[src/rtl/maze_pkg.sv]
// Shared maze geometry, FSM states and neighbour address helper.
// TUNNEL_WRAP_EN (optional define) wraps row TUNNEL_ROW left/right edges through the ROM.
package maze_pkg;

    localparam int MAZE_W     = 28;
    localparam int MAZE_H     = 31;
    localparam int TUNNEL_ROW = 14;
    localparam int MAP_ADDR_W = 10;
    localparam int COORD_W    = 6;

    typedef enum logic [2:0] {
        IDLE,
        Q_UP,
        Q_DN,
        Q_LF,
        Q_RT,
        Q_LAST,
        RESP
    } state_e;

    typedef enum logic [1:0] {
        DIR_UP,
        DIR_DN,
        DIR_LF,
        DIR_RT
    } dir_e;

    typedef struct packed {
        logic                  forced;
        logic [MAP_ADDR_W-1:0] addr;
    } nbr_t;

    function automatic logic in_grid(input logic [COORD_W-1:0] x, input logic [COORD_W-1:0] y);
        return (int'(x) < MAZE_W) && (int'(y) < MAZE_H);
    endfunction

    // Off-grid neighbours read as walls and park the ROM address at 0.
    function automatic nbr_t nbr_lookup(input dir_e dir, input logic [COORD_W-1:0] x,
                                        input logic [COORD_W-1:0] y);
        nbr_t n;
        int   nx;
        int   ny;
        nx = int'(x);
        ny = int'(y);
        case (dir)
            DIR_UP:  ny = ny - 1;
            DIR_DN:  ny = ny + 1;
            DIR_LF:  nx = nx - 1;
            default: nx = nx + 1;
        endcase
`ifdef TUNNEL_WRAP_EN
        if (ny == TUNNEL_ROW && nx == -1)     nx = MAZE_W - 1;
        if (ny == TUNNEL_ROW && nx == MAZE_W) nx = 0;
`endif
        if (nx < 0 || nx >= MAZE_W || ny < 0 || ny >= MAZE_H) begin
            n.forced = 1'b1;
            n.addr   = '0;
        end else begin
            n.forced = 1'b0;
            n.addr   = MAP_ADDR_W'(ny * MAZE_W + nx);
        end
        return n;
    endfunction

endpackage

[src/rtl/maze_wall_server_if.sv]
// Query/response bundle between a requester (master) and the wall server (slave).
interface maze_wall_server_if;
    import maze_pkg::*;

    logic               req_valid;
    logic               req_ready;
    logic [COORD_W-1:0] req_x;
    logic [COORD_W-1:0] req_y;
    logic               rsp_valid;
    logic               rsp_ready;
    logic               wall_up;
    logic               wall_down;
    logic               wall_left;
    logic               wall_right;

    modport master (
        output req_valid, req_x, req_y, rsp_ready,
        input  req_ready, rsp_valid, wall_up, wall_down, wall_left, wall_right
    );

    modport slave (
        input  req_valid, req_x, req_y, rsp_ready,
        output req_ready, rsp_valid, wall_up, wall_down, wall_left, wall_right
    );

endinterface

[src/rtl/maze_wall_server.sv]
// Answers "which neighbours of tile (x,y) are walls" by four reads of an external 1-bit maze ROM.
// Build option: TUNNEL_WRAP_EN (see maze_pkg).
module maze_wall_server
    import maze_pkg::*;
(
    input  logic                  clk,
    input  logic                  reset,
    maze_wall_server_if.slave     bus,
    output logic [MAP_ADDR_W-1:0] map_addr,
    input  logic                  map_data
);

    state_e               r_state;
    state_e               w_next;
    logic                 w_req_ready;
    logic                 w_rsp_valid;
    logic                 w_accept;
    logic                 w_req_in_grid;
    logic [COORD_W-1:0]   r_x;
    logic [COORD_W-1:0]   r_y;
    logic [MAP_ADDR_W-1:0] r_map_addr;
    logic                 r_up;
    logic                 r_dn;
    logic                 r_lf;
    logic [3:0]           r_walls;
    nbr_t                 w_first_up;
    nbr_t                 w_nbr_up;
    nbr_t                 w_nbr_dn;
    nbr_t                 w_nbr_lf;
    nbr_t                 w_nbr_rt;

    assign w_accept      = (r_state == IDLE) && bus.req_valid;
    assign w_req_in_grid = in_grid(bus.req_x, bus.req_y);

    // The first ROM address must be on the bus while in Q_UP, so it comes from the live request.
    assign w_first_up = nbr_lookup(DIR_UP, bus.req_x, bus.req_y);
    assign w_nbr_up   = nbr_lookup(DIR_UP, r_x, r_y);
    assign w_nbr_dn   = nbr_lookup(DIR_DN, r_x, r_y);
    assign w_nbr_lf   = nbr_lookup(DIR_LF, r_x, r_y);
    assign w_nbr_rt   = nbr_lookup(DIR_RT, r_x, r_y);

    always_ff @(posedge clk or posedge reset) begin
        if (reset) r_state <= IDLE;
        else       r_state <= w_next;
    end

    // NOTE: every output of this block gets a default before the case so no latch is inferred.
    always_comb begin
        w_next      = r_state;
        w_req_ready = 1'b0;
        w_rsp_valid = 1'b0;
        case (r_state)
            IDLE: begin
                w_req_ready = 1'b1;
                if (bus.req_valid) w_next = w_req_in_grid ? Q_UP : RESP;
            end
            Q_UP:   w_next = Q_DN;
            Q_DN:   w_next = Q_LF;
            Q_LF:   w_next = Q_RT;
            Q_RT:   w_next = Q_LAST;
            Q_LAST: w_next = RESP;
            RESP: begin
                w_rsp_valid = 1'b1;
                if (bus.rsp_ready) w_next = IDLE;
            end
            default: w_next = IDLE;
        endcase
    end

    // NOTE: state registers use non-blocking assignments so every read sees the pre-edge value.
    always_ff @(posedge clk or posedge reset) begin
        if (reset) begin
            r_x        <= '0;
            r_y        <= '0;
            r_map_addr <= '0;
            r_up       <= 1'b0;
            r_dn       <= 1'b0;
            r_lf       <= 1'b0;
            r_walls    <= '0;
        end else begin
            case (r_state)
                IDLE: begin
                    if (w_accept) begin
                        r_x <= bus.req_x;
                        r_y <= bus.req_y;
                        if (w_req_in_grid) r_map_addr <= w_first_up.addr;
                        else               r_walls    <= 4'b1111;
                    end
                end
                Q_UP: r_map_addr <= w_nbr_dn.addr;
                // ROM data lags the address by one cycle, so each capture is one state late.
                Q_DN: begin
                    r_up       <= w_nbr_up.forced | map_data;
                    r_map_addr <= w_nbr_lf.addr;
                end
                Q_LF: begin
                    r_dn       <= w_nbr_dn.forced | map_data;
                    r_map_addr <= w_nbr_rt.addr;
                end
                Q_RT:   r_lf    <= w_nbr_lf.forced | map_data;
                Q_LAST: r_walls <= {r_up, r_dn, r_lf, w_nbr_rt.forced | map_data};
                default: ;
            endcase
        end
    end

    assign bus.req_ready  = w_req_ready;
    assign bus.rsp_valid  = w_rsp_valid;
    assign bus.wall_up    = r_walls[3];
    assign bus.wall_down  = r_walls[2];
    assign bus.wall_left  = r_walls[1];
    assign bus.wall_right = r_walls[0];
    assign map_addr       = r_map_addr;

endmodule

[src/flat_wrapper.sv]
// flat-port wrapper written by rule: the top's interface ports become plain ports
module maze_wall_server_flat import maze_pkg::*;
  (clk, reset, map_addr, map_data, bus_req_valid, bus_req_x, bus_req_y, bus_rsp_ready, bus_req_ready, bus_rsp_valid, bus_wall_up, bus_wall_down, bus_wall_left, bus_wall_right);
  maze_wall_server_if bus_i ();
  input  logic clk;
  input  logic reset;
  output logic [MAP_ADDR_W-1:0] map_addr;
  input  logic map_data;
  input wire logic [$bits(bus_i.req_valid)-1:0] bus_req_valid;
  input wire logic [$bits(bus_i.req_x)-1:0] bus_req_x;
  input wire logic [$bits(bus_i.req_y)-1:0] bus_req_y;
  input wire logic [$bits(bus_i.rsp_ready)-1:0] bus_rsp_ready;
  output wire logic [$bits(bus_i.req_ready)-1:0] bus_req_ready;
  output wire logic [$bits(bus_i.rsp_valid)-1:0] bus_rsp_valid;
  output wire logic [$bits(bus_i.wall_up)-1:0] bus_wall_up;
  output wire logic [$bits(bus_i.wall_down)-1:0] bus_wall_down;
  output wire logic [$bits(bus_i.wall_left)-1:0] bus_wall_left;
  output wire logic [$bits(bus_i.wall_right)-1:0] bus_wall_right;
  assign bus_i.req_valid = bus_req_valid;
  assign bus_i.req_x = bus_req_x;
  assign bus_i.req_y = bus_req_y;
  assign bus_i.rsp_ready = bus_rsp_ready;
  assign bus_req_ready = bus_i.req_ready;
  assign bus_rsp_valid = bus_i.rsp_valid;
  assign bus_wall_up = bus_i.wall_up;
  assign bus_wall_down = bus_i.wall_down;
  assign bus_wall_left = bus_i.wall_left;
  assign bus_wall_right = bus_i.wall_right;
  maze_wall_server u_core (.clk(clk), .reset(reset), .bus(bus_i), .map_addr(map_addr), .map_data(map_data));
endmodule
[config.mk]
export PLATFORM = sky130hd
export DESIGN_NAME = maze_wall_server_flat
export DESIGN_NICKNAME = d
export VERILOG_FILES = /design/src/rtl/maze_pkg.sv /design/src/rtl/maze_wall_server_if.sv /design/src/rtl/maze_wall_server.sv /design/src/flat_wrapper.sv
export SDC_FILE = /design/constraint.sdc
export NUM_CORES = 1
export LEC_CHECK = 0
export CAP_MARGIN = 20
export CORE_ASPECT_RATIO = 1.5
export CORE_MARGIN = 2
export CORE_UTILIZATION = 60
export CTS_CLUSTER_DIAMETER = 50
export DETAILED_ROUTE_END_ITERATION = 10
export PLACE_DENSITY = 0.78
export RECOVER_POWER = 25
export SYNTH_ARGS = -nofsm -noshare
export SYNTH_HDL_FRONTEND = slang
export SYNTH_SLANG_ARGS = --single-unit
[constraint.sdc]
create_clock -name clk -period 6.1 [get_ports clk]
set_clock_uncertainty 0.15 [all_clocks]
set_input_delay 0.61 -clock clk [delete_from_list [all_inputs] [get_ports clk]]
set_output_delay 0.61 -clock clk [all_outputs]
set_load 0.01 [all_outputs]
After elaboration in Yosys (flattened, before gate mapping) --
Cells that the tools add are included.
Storage, ports and cells: register bits after elaboration 32, output and inout bits 16
Operators by class: eq/ne operators 11, reductions and logical operators 21, multiplexer cells 17, $lt $le $gt $ge 17, $add $sub $neg 10, bitwise operators 4, $mul 4
Operator list (number):
- $ge 32x6->1 const B | 4
- $lt 32x1->1 const B | 4
- $mul 32x4->8 const B | 3
- $mux 11 | 4
- $add 10x7->10 | 4
- $pmux 10 s4 | 1
- $mux 10 | 3
- $pmux 3 s7 | 1
- $sub 6x1->7 const B | 3
- $ge 6x5->1 const B | 3
- $add 6x1->7 const B | 2
- $logic_or 1x1->1 | 12
- $lt 6x1->1 const B | 2
- $lt 6x5->1 const B | 2
- $add 10x10->10 | 1
- $eq 3x3->1 const B | 3
- $mux 3 | 3
- $mul 6x3->8 const B | 1
- $mux 4 | 2
- $pmux 4 s2 | 1
- $ge 7x6->1 const B | 1
- $lt 7x1->1 const B | 1
- $eq 3x2->1 const B | 2
- $ne 2x2->1 const B | 3
- 10 further kinds | 18

Logic depth before layout (Yosys ltp) --
word-level depth 8, gate-level depth with buffers 17

Worst setup path after synthesis --
Ideal clock, no wire load.
path type flip-flop to flip-flop, start reg u_core.r_y[0], end reg u_core.r_map_addr[9] (netlist: u_core.map_addr[9]), setup slack 1.775 ns, period minus slack after synthesis 4.325 ns, stages on the path, launching flop included 17, arrival time 4.109 ns, buffers on the path 0, setup time 0.065 ns, cell sequence dfrtp_1 ha_1 xnor2_1 inv_1 ha_1 ha_1 xnor2_1 fa_1 inv_1 ha_1 o21ai_0 nor2_1 o21ai_0 nor4b_1 xnor3_1 o22ai_2 o22a_1
Between the ends: cells in the longest elaborated chain, start to end 6
Ends and longest elaborated chain:
- start, declared | RTL line maze_wall_server.sv:20 | logic [COORD_W-1:0] r_y;
- start signal, assigned | RTL line maze_wall_server.sv:85 | r_y <= bus.req_y;
- branches (longest 5 deep; another with $mul 32x4->8)
- $pmux 10 s4 (*) | RTL line maze_wall_server.sv:81 | case (r_state)
- end signal, assigned | RTL line maze_wall_server.sv:86 | if (w_req_in_grid) r_map_addr <= w_first_up.addr;
- end signal, assigned | RTL line maze_wall_server.sv:90 | Q_UP: r_map_addr <= w_nbr_dn.addr;
- end signal, assigned | RTL line maze_wall_server.sv:94 | r_map_addr <= w_nbr_lf.addr;
- end, declared | RTL line maze_wall_server.sv:21 | logic [MAP_ADDR_W-1:0] r_map_addr;
Every way passes the cells marked *. A chain may end at the register's enable or synchronous reset.

Worst setup path after layout --
start in bus_req_y[0], end reg u_core.r_map_addr[8] (netlist: u_core.map_addr[8])
Between the ends: cells in the longest elaborated chain, start to end 8
Ends and longest elaborated chain:
- start, declared | RTL line flat_wrapper.sv:11 | input wire logic [$bits(bus_i.req_y)-1:0] bus_req_y;
- branches (longest 8 deep; another with $mul 32x4->8)
Parallel ways; which one is timed is not known. The select of a mux whose other input is x is not followed.

==> impl_metrics.csv <==
group,metric,value,unit
floorplan,floorplan.initialDensity,62.5,%
finish,finalNonFillerCells,588,
synth,synth_area,4310,µm²
placement,detailed_place_hpwl,8.61,mm
clock_network,cts_made_buffers,5,
clock_network,tritoncts_num_sinks,32,
route,routedWlPerCell,17.7,µm
sta,count_of_endpoints_failing_hold_in_the_final_timing_report,0,
floorplan,placementRows,37,
finish,most_common_library_cell_in_the_layout_ignoring_fill_and_taps,"sky130_fd_sc_hd__ha_1",
finish,areaGrowthSynthToFinish,11.0,%
floorplan,die-area,7890,µm²
critical_path,cp_slowest_stage_delay,500,ps
synth,synth_area_per_cell,8.95,µm²
route,first_iter_violations,174,
synth,yosys_warnings,0,
clock_network,cts_root_buf,"sky130_fd_sc_hd__clkbuf_8",
finish,most_frequent_cells_in_the_layout,"sky130_fd_sc_hd__ha_1 (69), sky130_fd_sc_hd__inv_1 (52), sky130_fd_sc_hd__xnor2_1 (32), sky130_fd_sc_hd__dfrtp_1 (32), sky130_fd_sc_hd__clkdlybuf4s50_1 (31)",
global_routing,first_pass_grt_wire_length,17.5,mm
critical_path,critical-path-top-delay-family,"adder cells",
synth,synth.ff_latch_count,32,
sta,maximum_frequency_from_static_timing_analysis,0.213,GHz
route,firstDrtPassIters,5,
route,drt-total-wl,10.4,mm
synth,yosysUniqueCellTypes,63,
outcome,violations,"capacitance limit, slew limit",
clock_network,insertion_delay,290,ps
route,vias,3632,
finish,drive_gt1_share,4.31,%
critical_path,worstSetupStartpointType,"input port",
outcome,outcome,"finished, violations left",
sta,grt_setup_unrepaired,"false",
clock_network,hold_buffers,0,
floorplan,io_pins,33,
placement,placement.io_buffers,32,
sta,final-setup-viol-count,0,
clock_network,htree_depth,2,
global_routing,first_global_vias,3709,
floorplan,fp.dieH,108,µm
floorplan,fp.coreArea,6900,µm²
finish,final-seq-area,801,µm²
run,max_cap_violations,1,
synth,seq_area_frac_synth,18.6,%
clock_network,cts.repair_timing.setup_buffer_count,0,
critical_path,timing.critical_path.arrival,4700,ps
global_routing,grt_overflow,0,
synth,synth.net_count,587,
critical_path,critPathMaxFanout,5,
route,route.detailed.vias_per_inst,6.18,
synth,most_frequently_used_flop_master_after_synthesis,"sky130_fd_sc_hd__dfrtp_1",
clock_network,worst_setup_hold_path_clk_slew,60,ps
hold_path,hold_path_class,"flip-flop to flip-flop",
floorplan,die_w,73.2,µm
critical_path,path_cells,"clkdlybuf4s50_1, inv_1, ha_1, inv_2, or3_4, xnor2_1, ha_1, inv_1, fa_1, inv_1, ha_1, o21ai_0, nor2_1, a2111oi_0, xor2_1, and3_1, a21oi_1, o211ai_1",
synth,synthesis.instances,482,
synth,postSynth.asyncResetShare,100,%
finish,multiInputGateArea,3240,µm²
finish,number_of_antenna_cells_inserted,0,
synth,synth_edf_count,0,
clock_network,tritoncts,"yes",
clock_network,cts_max_path_buffers,2,
critical_path,timing.critical_path.from,"bus_req_y[0]",
hold_path,hp-start,"u_core.map_addr[6]",
finish,fill_cells,573,
route,antenna_left,0,
placement,dpl.cell_count,579,
global_routing,grt_antenna_before_repair,0,
critical_path,critical_path_buf_inv_count,5,
sta,setup_total_negative_slack,0,ps
critical_path,worst_r2r_start,"u_core.r_y[0]",
clock_network,post_cts.resized_instances,0,
finish,final_nets,614,
route,route.detailed.drc,0,
placement,routability_cong,0.952,
sta,slew-limit-headroom,-15.3,%
critical_path,crit_path_end_kind,"flip-flop",
sta,worst_hold_slack,342,ps
sta,final_min_period_over_clock_period,76.9,%
sta,timing.final.max_slew_violations,33,
sta,worst_pin_slew,1730,ps
global_routing,track_usage,28.8,%
critical_path,required,6110,ps
critical_path,crit_type,"input port to flip-flop",
sta,finalCriticalPeriod,4690,ps
critical_path,critical_path_slowest_stage_cell,"sky130_fd_sc_hd__a2111oi_0",
global_routing,largest_net_degree_at_the_start_of_global_routing,33,
==> registers in the layout, summed over array words and instances, names as in the netlist <==
name and cells:
u_core.r_up 1, u_core.map_addr 10, u_core.r_state 3, u_core.r_y 6, u_core.r_x 6, u_core.r_lf 1, u_core.r_dn 1, u_core.r_walls 4
==> cells in the mapped netlist (all sizes together) (4+ instances only) <==
library cell   n  area [µm²]
ha            69         863
nand3         11        55.1
a31oi          7        43.8
a21o          12        90.1
nor2          24        90.1
dfrtp         32         801
a221o          4        40.0
xnor2         33         297
o22a           7        61.3
o21ai         24         120
a21oi         23         115
xor2          21         184
nand2         26        97.6
fa            19         380
a211oi        10        75.1
nor3b          5        42.5
and3           5        31.3
o21bai         4        30.0
inv           53         199
o22ai          5        37.5
nor2b          8        50.1
nor3           9        50.1
a22oi          5        37.5
nand2b         4        25.0
clkbuf         6        22.5
buf            9        50.0
==> layer usage <==
metal,global-route usage [%],wire length [µm],up-vias
met5,0,0,-
met4,15.1,494,0
met1,34.1,4060,1745
met3,3.46,377,36
li1,-,-,1754
met2,49.6,5460,97
==> cell families (layout without fill, tap and decap cells) <==
kind of cell	after synthesis	after routing	synth area share [%]
simple gates	108	108	13.1
mux	3	3	0.754
flops	32	32	18.6
xor+xnor	56	56	12.2
compound gates	127	127	20.3
fa+ha+maj	88	88	28.8
buf+inv	68	96	6.30
==> layout make-up <==
type                            instances  area share, %
Multi-Input combinational cell        382           67.7
Clock buffer                            6           1.52
Tap cell                               78           2.04
Inverter                               53           4.16
Sequential cell                        32           16.7
Timing Repair Buffer                   35           7.16
Clock inverter                          2          0.732
==> final timing paths <==
check / slack [ps] / cells after the start / endpoint
max in group asynchronous: 3560 / 3 / u_core.map_addr[8]
max: 1410 / 18 / u_core.map_addr[8]
min in group asynchronous: 1230 / 3 / u_core.r_walls[0]
max reg2reg: 1450 / 16 / u_core.map_addr[9]
min: 340 / 1 / u_core.map_addr[6]
min reg2reg: 340 / 1 / u_core.map_addr[6]
==> stage by stage <==
step / cell area, µm² / setup slack, ps / util (%)
floorplan: 4310 / 1780 / -
global placement: 4670 / 1290 / 67.7
detailed placement: 4670 / 1130 / 67.7
CTS: 4780 / 1420 / 69.3
global route: 4790 / 1050 / 69.4
finish: 4790 / 1410 / 69.4
Power is not shown: default switching activity piles up to over one toggle a cycle in this logic, so the estimate is an artifact.
